## src/rtl/sdff_pipe_pkg.sv

```systemverilog
// Shared definitions for the sdff_pipe register pipeline cell.
// Priority modes and scan-chain index mapping.
package sdff_pipe_pkg;

  typedef enum logic [2:0] {
    MODE_RESET,
    MODE_SET,
    MODE_SHIFT,
    MODE_LOAD,
    MODE_HOLD
  } mode_t;

  function automatic int unsigned chain_idx(
    input int unsigned stage,
    input int unsigned bitn,
    input int unsigned width
  );
    return stage * width + bitn;
  endfunction

  function automatic mode_t mode_of(
    input logic r,
    input logic s,
    input logic se,
    input logic e,
    input bit   scan
  );
    mode_t m;
    m = MODE_HOLD;
    unique case (1'b1)
      r:                                  m = MODE_RESET;
      (!r && s):                          m = MODE_SET;
      (!r && !s && se && scan):           m = MODE_SHIFT;
      (!r && !s && !(se && scan) && e):   m = MODE_LOAD;
      default:                            m = MODE_HOLD;
    endcase
    return m;
  endfunction

endpackage

```

## src/rtl/sdffrs_bit.sv

```systemverilog
// Single flop with sync reset/set, optional scan mux and enable.
// Ternary chain keeps agreeing bits known when a control is X.
module sdffrs_bit #(
  parameter logic RV   = 1'b0,
  parameter logic SV   = 1'b1,
  parameter bit   SCAN = 1'b1
) (
  input  logic ck,
  input  logic r,
  input  logic s,
  input  logic e,
  input  logic se,
  input  logic si,
  input  logic d,
  output logic q
);

  logic fn;
  logic nxt;

  assign fn = e ? d : q;

  if (SCAN) begin : g_scan
    assign nxt = r  ? RV :
                 s  ? SV :
                 se ? si : fn;
  end else begin : g_noscan
    logic unused_scan;
    assign unused_scan = se ^ si;
    assign nxt = r ? RV :
                 s ? SV : fn;
  end

  always_ff @(posedge ck) begin
    q <= nxt;
  end

endmodule

```

## src/rtl/sdff_pipe.sv

```systemverilog
// WIDTH x STAGES register pipeline with sync R/S, enable and scan.
// Chain runs SI -> stage0 bit0 .. last stage MSB -> SO.
module sdff_pipe
  import sdff_pipe_pkg::*;
#(
  parameter int             WIDTH     = 8,
  parameter int             STAGES    = 2,
  parameter logic [WIDTH-1:0] RESET_VAL = '0,
  parameter logic [WIDTH-1:0] SET_VAL   = '1,
  parameter bit             SCAN      = 1'b1
) (
  input  logic             CK,
  input  logic             R,
  input  logic             S,
  input  logic             E,
  input  logic             SE,
  input  logic             SI,
  input  logic [WIDTH-1:0] D,
  output logic [WIDTH-1:0] Q,
  output logic [WIDTH-1:0] QN,
  output logic             SO
);

  localparam int N = WIDTH * STAGES;

  logic [N-1:0] st;

  for (genvar k = 0; k < STAGES; k++) begin : g_stage
    for (genvar b = 0; b < WIDTH; b++) begin : g_bit
      localparam int I = int'(chain_idx(k, b, WIDTH));
      logic dn;
      logic sn;

      if (k == 0) begin : g_din
        assign dn = D[b];
      end else begin : g_dpipe
        assign dn = st[int'(chain_idx(k - 1, b, WIDTH))];
      end

      if (I == 0) begin : g_sin
        assign sn = SI;
      end else begin : g_schain
        assign sn = st[I-1];
      end

      sdffrs_bit #(
        .RV   (RESET_VAL[b]),
        .SV   (SET_VAL[b]),
        .SCAN (SCAN)
      ) u_bit (
        .ck (CK),
        .r  (R),
        .s  (S),
        .e  (E),
        .se (SE),
        .si (sn),
        .d  (dn),
        .q  (st[I])
      );
    end
  end

  assign Q  = st[N-1 -: WIDTH];
  assign QN = ~Q;

  if (SCAN) begin : g_so
    assign SO = st[N-1];
  end else begin : g_so0
    assign SO = 1'b0;
  end

endmodule

```

## config.mk

```make
export PLATFORM = sky130hd
export DESIGN_NAME = sdff_pipe
export DESIGN_NICKNAME = d
export VERILOG_FILES = /design/src/rtl/sdff_pipe_pkg.sv /design/src/rtl/sdffrs_bit.sv /design/src/rtl/sdff_pipe.sv
export SDC_FILE = /design/constraint.sdc
export NUM_CORES = 1
export LEC_CHECK = 0
export ABC_AREA = 1
export BUFFER_PORTS_ARGS = -buffer_cell sky130_fd_sc_hd__buf_4
export CAP_MARGIN = 20
export CORE_MARGIN = 2
export CORE_UTILIZATION = 49
export CTS_BUF_LIST = sky130_fd_sc_hd__clkbuf_4 sky130_fd_sc_hd__clkbuf_8 sky130_fd_sc_hd__clkbuf_16
export DETAILED_ROUTE_END_ITERATION = 12
export PLACE_DENSITY = 0.88
export SLEW_MARGIN = 20
export SYNTH_ARGS = -nofsm -noshare
export SYNTH_HDL_FRONTEND = slang
export SYNTH_SLANG_ARGS = --single-unit
```

## constraint.sdc

```tcl
create_clock -name CK -period 0.9 [get_ports CK]
set_clock_uncertainty 0.1 [all_clocks]
set_input_delay 0.045 -clock CK [delete_from_list [all_inputs] [get_ports CK]]
set_output_delay 0.045 -clock CK [all_outputs]
set_load 0.02 [all_outputs]
```

# Word-level counts from Yosys, hierarchy flattened
# Index checks and enable logic that the tools add are counted.
# W data, S select, Z words.
dict set report word_totals {
  ff_bits 16
  input_bits 14
  out_inout_bits 17
  word_cells 66
}
dict set report op_classes {
  n_mux 48
  bitwise 1
  n_reduce_logical 1
}
# op count
set op_table {}
lappend op_table {{$mux W1} 48}
lappend op_table {{$not A8 Y8} 1}
lappend op_table {{$reduce_bool A3 Y1} 1}

# Logic depth before layout (Yosys ltp)
dict set report logic_depth {
  ltp_word 3
  ltp_mapped 7
  ltp_nobuf 5
}

# Modules after synthesis
# Synthesis repeated with hierarchy kept, for this count alone.
dict set report unflattened {
  cells_unflattened 176
  area_unflattened_um2 1011.0
}
# module instances cells_per_inst area_per_inst_um2 seq_area_each_um2
set by_module_without_submodules {}
lappend by_module_without_submodules {sdffrs_bit 16 10 57.6 20.0}
lappend by_module_without_submodules {sdff_pipe 1 16 90.1 0.0}

# Worst setup path after synthesis
# Ideal clock, no wire load.
dict set report synth_path {
  path_kind {reg-to-reg}
  startpoint {reg, netlist name g_stage[1].g_bit[7].u_bit.q}
  endpoint {reg g_stage[1].g_bit[7].u_bit.q}
  setup_time_ps 64
  arrival_ps 827
  t_required_ps 736
  setup_slack_ps -91
  path_stages_with_launch 5
  path_buffers 0
  period_less_slack_ps 991
  cell_sequence {dfxtp_1 -> inv_1 -> nand3_1 -> nand2_1 -> nor2_1}
}
# item line_no
set synth_rtl {}
lappend synth_rtl {{end signal, assigned} sdffrs_bit.sv:35} ;# q <= nxt;
lappend synth_rtl {{end, declared} sdffrs_bit.sv:15} ;# output logic q

# Final worst setup path
dict set report layout_path {
  startpoint {reg g_stage[1].g_bit[1].u_bit.q}
  endpoint {out QN[1]}
}
dict set report layout_via {
  elab_chain_len 1
}
# item line_no
set layout_lines {}
lappend layout_lines {{start, declared} sdffrs_bit.sv:15}
lappend layout_lines {{start signal, assigned} sdffrs_bit.sv:35}
lappend layout_lines {{$not A8 Y8} sdff_pipe.sv:64} ;# assign QN = ~Q;
lappend layout_lines {{end, declared} sdff_pipe.sv:20} ;# output logic [WIDTH-1:0] QN,
# Every way passes these cells.

==> flow_summary.toml <==
[cts]
insertion_delay_ns = 0.30
cts.sinks = 16
clock_tree.root_cell = "clkbuf_4"
cts_buffers = 3
max-clock-path-buffers = 2
cts_tree = "done"
path_clk_slew_ns = 0.10
h-tree-depth = 1

[synth]
synth_fa_ha_area_share_pct = 0
seq_area_frac_synth_pct = 32.9
synth_edf_count = 0
ys_ff_latch = 16
ys_async_sr_fraction_pct = 0
synthMuxAreaShare_pct = 0
netlist-cell-type-count = 12
synth_compound_area_share_pct = 1.93
yosys.area_share.simple_pct = 45.8
yosys_most_used_dff = "dfxtp_1"
synth_top_area_cell = "dfxtp_1"
synth_most_common_cell = "nand2_1"
synth_warnings = 0
synth_top_family_by_area = "simple AND/OR/NAND/NOR gates"
synth_xor_area_share_pct = 0
syn_area_um2 = 975
synth_cells = 164
ys_top_cells_by_count = "nand2_1, nor2_1, inv_1, dfxtp_1, nand3_1"
postSynthNetCount = 178
synth.area.top_cells = "dfxtp_1, nand2_1, nor2_1"
synth.avg_cell_area_um2 = 5.94
synth_top_area_share_pct = 32.9

[placement]
place.gp.congestion = 0.836
dp_hpwl_mm = 1.60
dp.cells = 212
place_ws_ns = -0.0114
placed_area_um2 = 1200
io_buffer_count = 30

[run_status]
status = "finished, violations left"
failed_checks = "negative setup slack"

[timing]
setup_viol = 20
finalCriticalPeriod_ns = 0.996
worst_slew_pin_slew_ns = 0.399
hold_viol_final = 0
period_share_pct = 111
setup_slack_ns = -0.0963
max_slew_margin_pct = 73.3
rsz0062_at_grt = "yes"
slew_viol_final = 0
fmax_ghz = 1.00
hold_ws_ns = 0.0315

[setup_path]
cp_cell_sequence = "inv_2 > buf_6"
cp_data_required_time_ns = 0.75
cp-start-kind = "flip-flop"
worst_ep_arrival_time_ns = 0.85
cp-end-kind = "output pin"
max_stage_delay_ns = 0.38
crit_type = "reg -> out"
slowest_stage = "dfxtp_2"
critPathBufInv = 2
crit_fanout = 3
cp_top_family = "flip-flops"

[cells_and_area]
design_area_um2 = 1490
drive_gt1_share_pct = 35.3
reg_top3 = "g_stage.g_bit.u_bit.q: 16 flops"
area_growth_syn_to_layout_pct = 52.8
fin_cells = 231
nets = 219
top_register = "g_stage.g_bit.u_bit.q"
diodes = 0
largest_reg_flops = 16

[grt]
antenna_found_initial = 0
grt_max_degree = 20
grt_pass1_vias = 975
grt-ovfl-total = 0
grt_pass1_wl_mm = 4.17
grt.total_usage_pct = 22.6

[hold_path]
hold_path_class = "in -> reg"

[flow_run]
max_cap_viol_count = 0

[pwr]
p_per_area_nw_per_um2 = 1350
power.leakage_nw = 0.810
ir_drop_uv = 1170
p_clk_share_pct = 24.9
p_comb_share_pct = 33.6
p_sw_mw = 0.651
finalPower_mw = 2.02
p_seq_share_pct = 41.5
intPower_mw = 1.37
switching_share_pct = 32.3

[floorplan]
core_area_um2 = 1920
fp.dieH_um = 48.6
initial_core_util_pct = 50.7
rows = 16
ios = 31
die_x_um = 48.6
die_area_um2 = 2360

[drt]
ant_nets = 0
vias_per_cell = 4.65
route.detailed.drc = 0
wl_per_cell_um = 11.3
dr.pass1.iters = 4
drt-total-wl_mm = 2.60
drt_first_iter_violations = 13
vias = 1075
==> layout by cell type, fill, tap and decap left out <==
| cell | count |
|---|---|
| buf_12 | 3 |
| buf_4 | 22 |
| buf_6 | 18 |
| clkbuf_4 | 3 |
| clkbuf_8 | 1 |
| dfxtp_1 | 8 |
| dfxtp_2 | 6 |
| dfxtp_4 | 2 |
| dlygate4sd3_1 | 7 |
| dlymetal6s4s_1 | 2 |
| inv_1 | 9 |
| inv_2 | 8 |
| inv_4 | 1 |
| nand2_1 | 62 |
| nand2_2 | 2 |
| nand3_1 | 12 |
| nand3_2 | 4 |
| nor2_1 | 32 |
| nor2_2 | 1 |
| o21bai_4 | 1 |
==> per-layer routing <==
| layer | track usage, % | vias up | share of wire, % |
|---|---|---|---|
| met5 | 0 | - | 0 |
| met4 | 9.52 | 0 | 1.2 |
| met3 | 4.01 | 3 | 3.6 |
| met2 | 43.4 | 29 | 55 |
| met1 | 23.7 | 484 | 40 |
| li1 | - | 559 | - |
==> metrics by stage <==
stage,setup TNS [ns],util (%)
final,-1.01,77.5
after global routing,-1.77,77.5
after CTS,-1.02,74.3
after detailed placement,-0.0218,62.6
after global placement,0,62.6
after floorplan,0,-
==> area by class of cell <==
type / instances / area [µm²]
Inverter: 18 / 70.1
Sequential cell: 16 / 335
Tap cell: 27 / 33.8
Multi-Input combinational cell: 114 / 490
Timing Repair Buffer: 52 / 523
Clock buffer: 4 / 36.3
Fill cell: 147 / 433
==> power by group through the flow <==
stage               registers [mW]  clock network [mW]  logic [mW]
detailed placement           0.836                   0       0.536
floorplan                    0.829                   0       0.364
CTS                          0.832               0.514       0.637
finish                       0.837               0.503       0.677
global placement             0.832                   0       0.524
global route                 0.846               0.537       0.735
==> kinds of logic (layout without fill, tap and decap cells) <==
logic type,after synthesis,count (layout)
AND/OR/NAND/NOR,113,113
buffers and inverters,34,74
AO/OA/AOI/OAI,1,1
flip-flops,16,16
==> tightest hold or removal path, stage by stage <==
cell and delay [ns]:
buf_4 0.07, inv_1 0.05, buf_12 0.15, nand2_1 0.06, nor2_1 0.03
==> worst paths after layout <==
| path | from | endpoint | slack (ns) | depth (start not counted) |
|---|---|---|---|---|
| worst max-delay path | g_stage[1].g_bit[1].u_bit.q | QN[1] | -0.1 | 2 |
| worst min register to register | g_stage[0].g_bit[4].u_bit.q | g_stage[0].g_bit[4].u_bit.q | 0.48 | 4 |
| worst max register to register | g_stage[1].g_bit[1].u_bit.q | g_stage[1].g_bit[1].u_bit.q | -0.03 | 5 |
| worst min-delay path | R | g_stage[1].g_bit[5].u_bit.q | 0.03 | 5 |
==> timing repair <==
action | in CTS | in global routing
endpoints found under the setup margin | 17 | 26
resized for setup | 26 | 17
setup buffers | 6 | 1
hold buffers | 9 | 0
pin swaps | 1 | 11
endpoints found under the hold margin | 8 | 0
No activity file was read; power rests on OpenSTA's default activity.
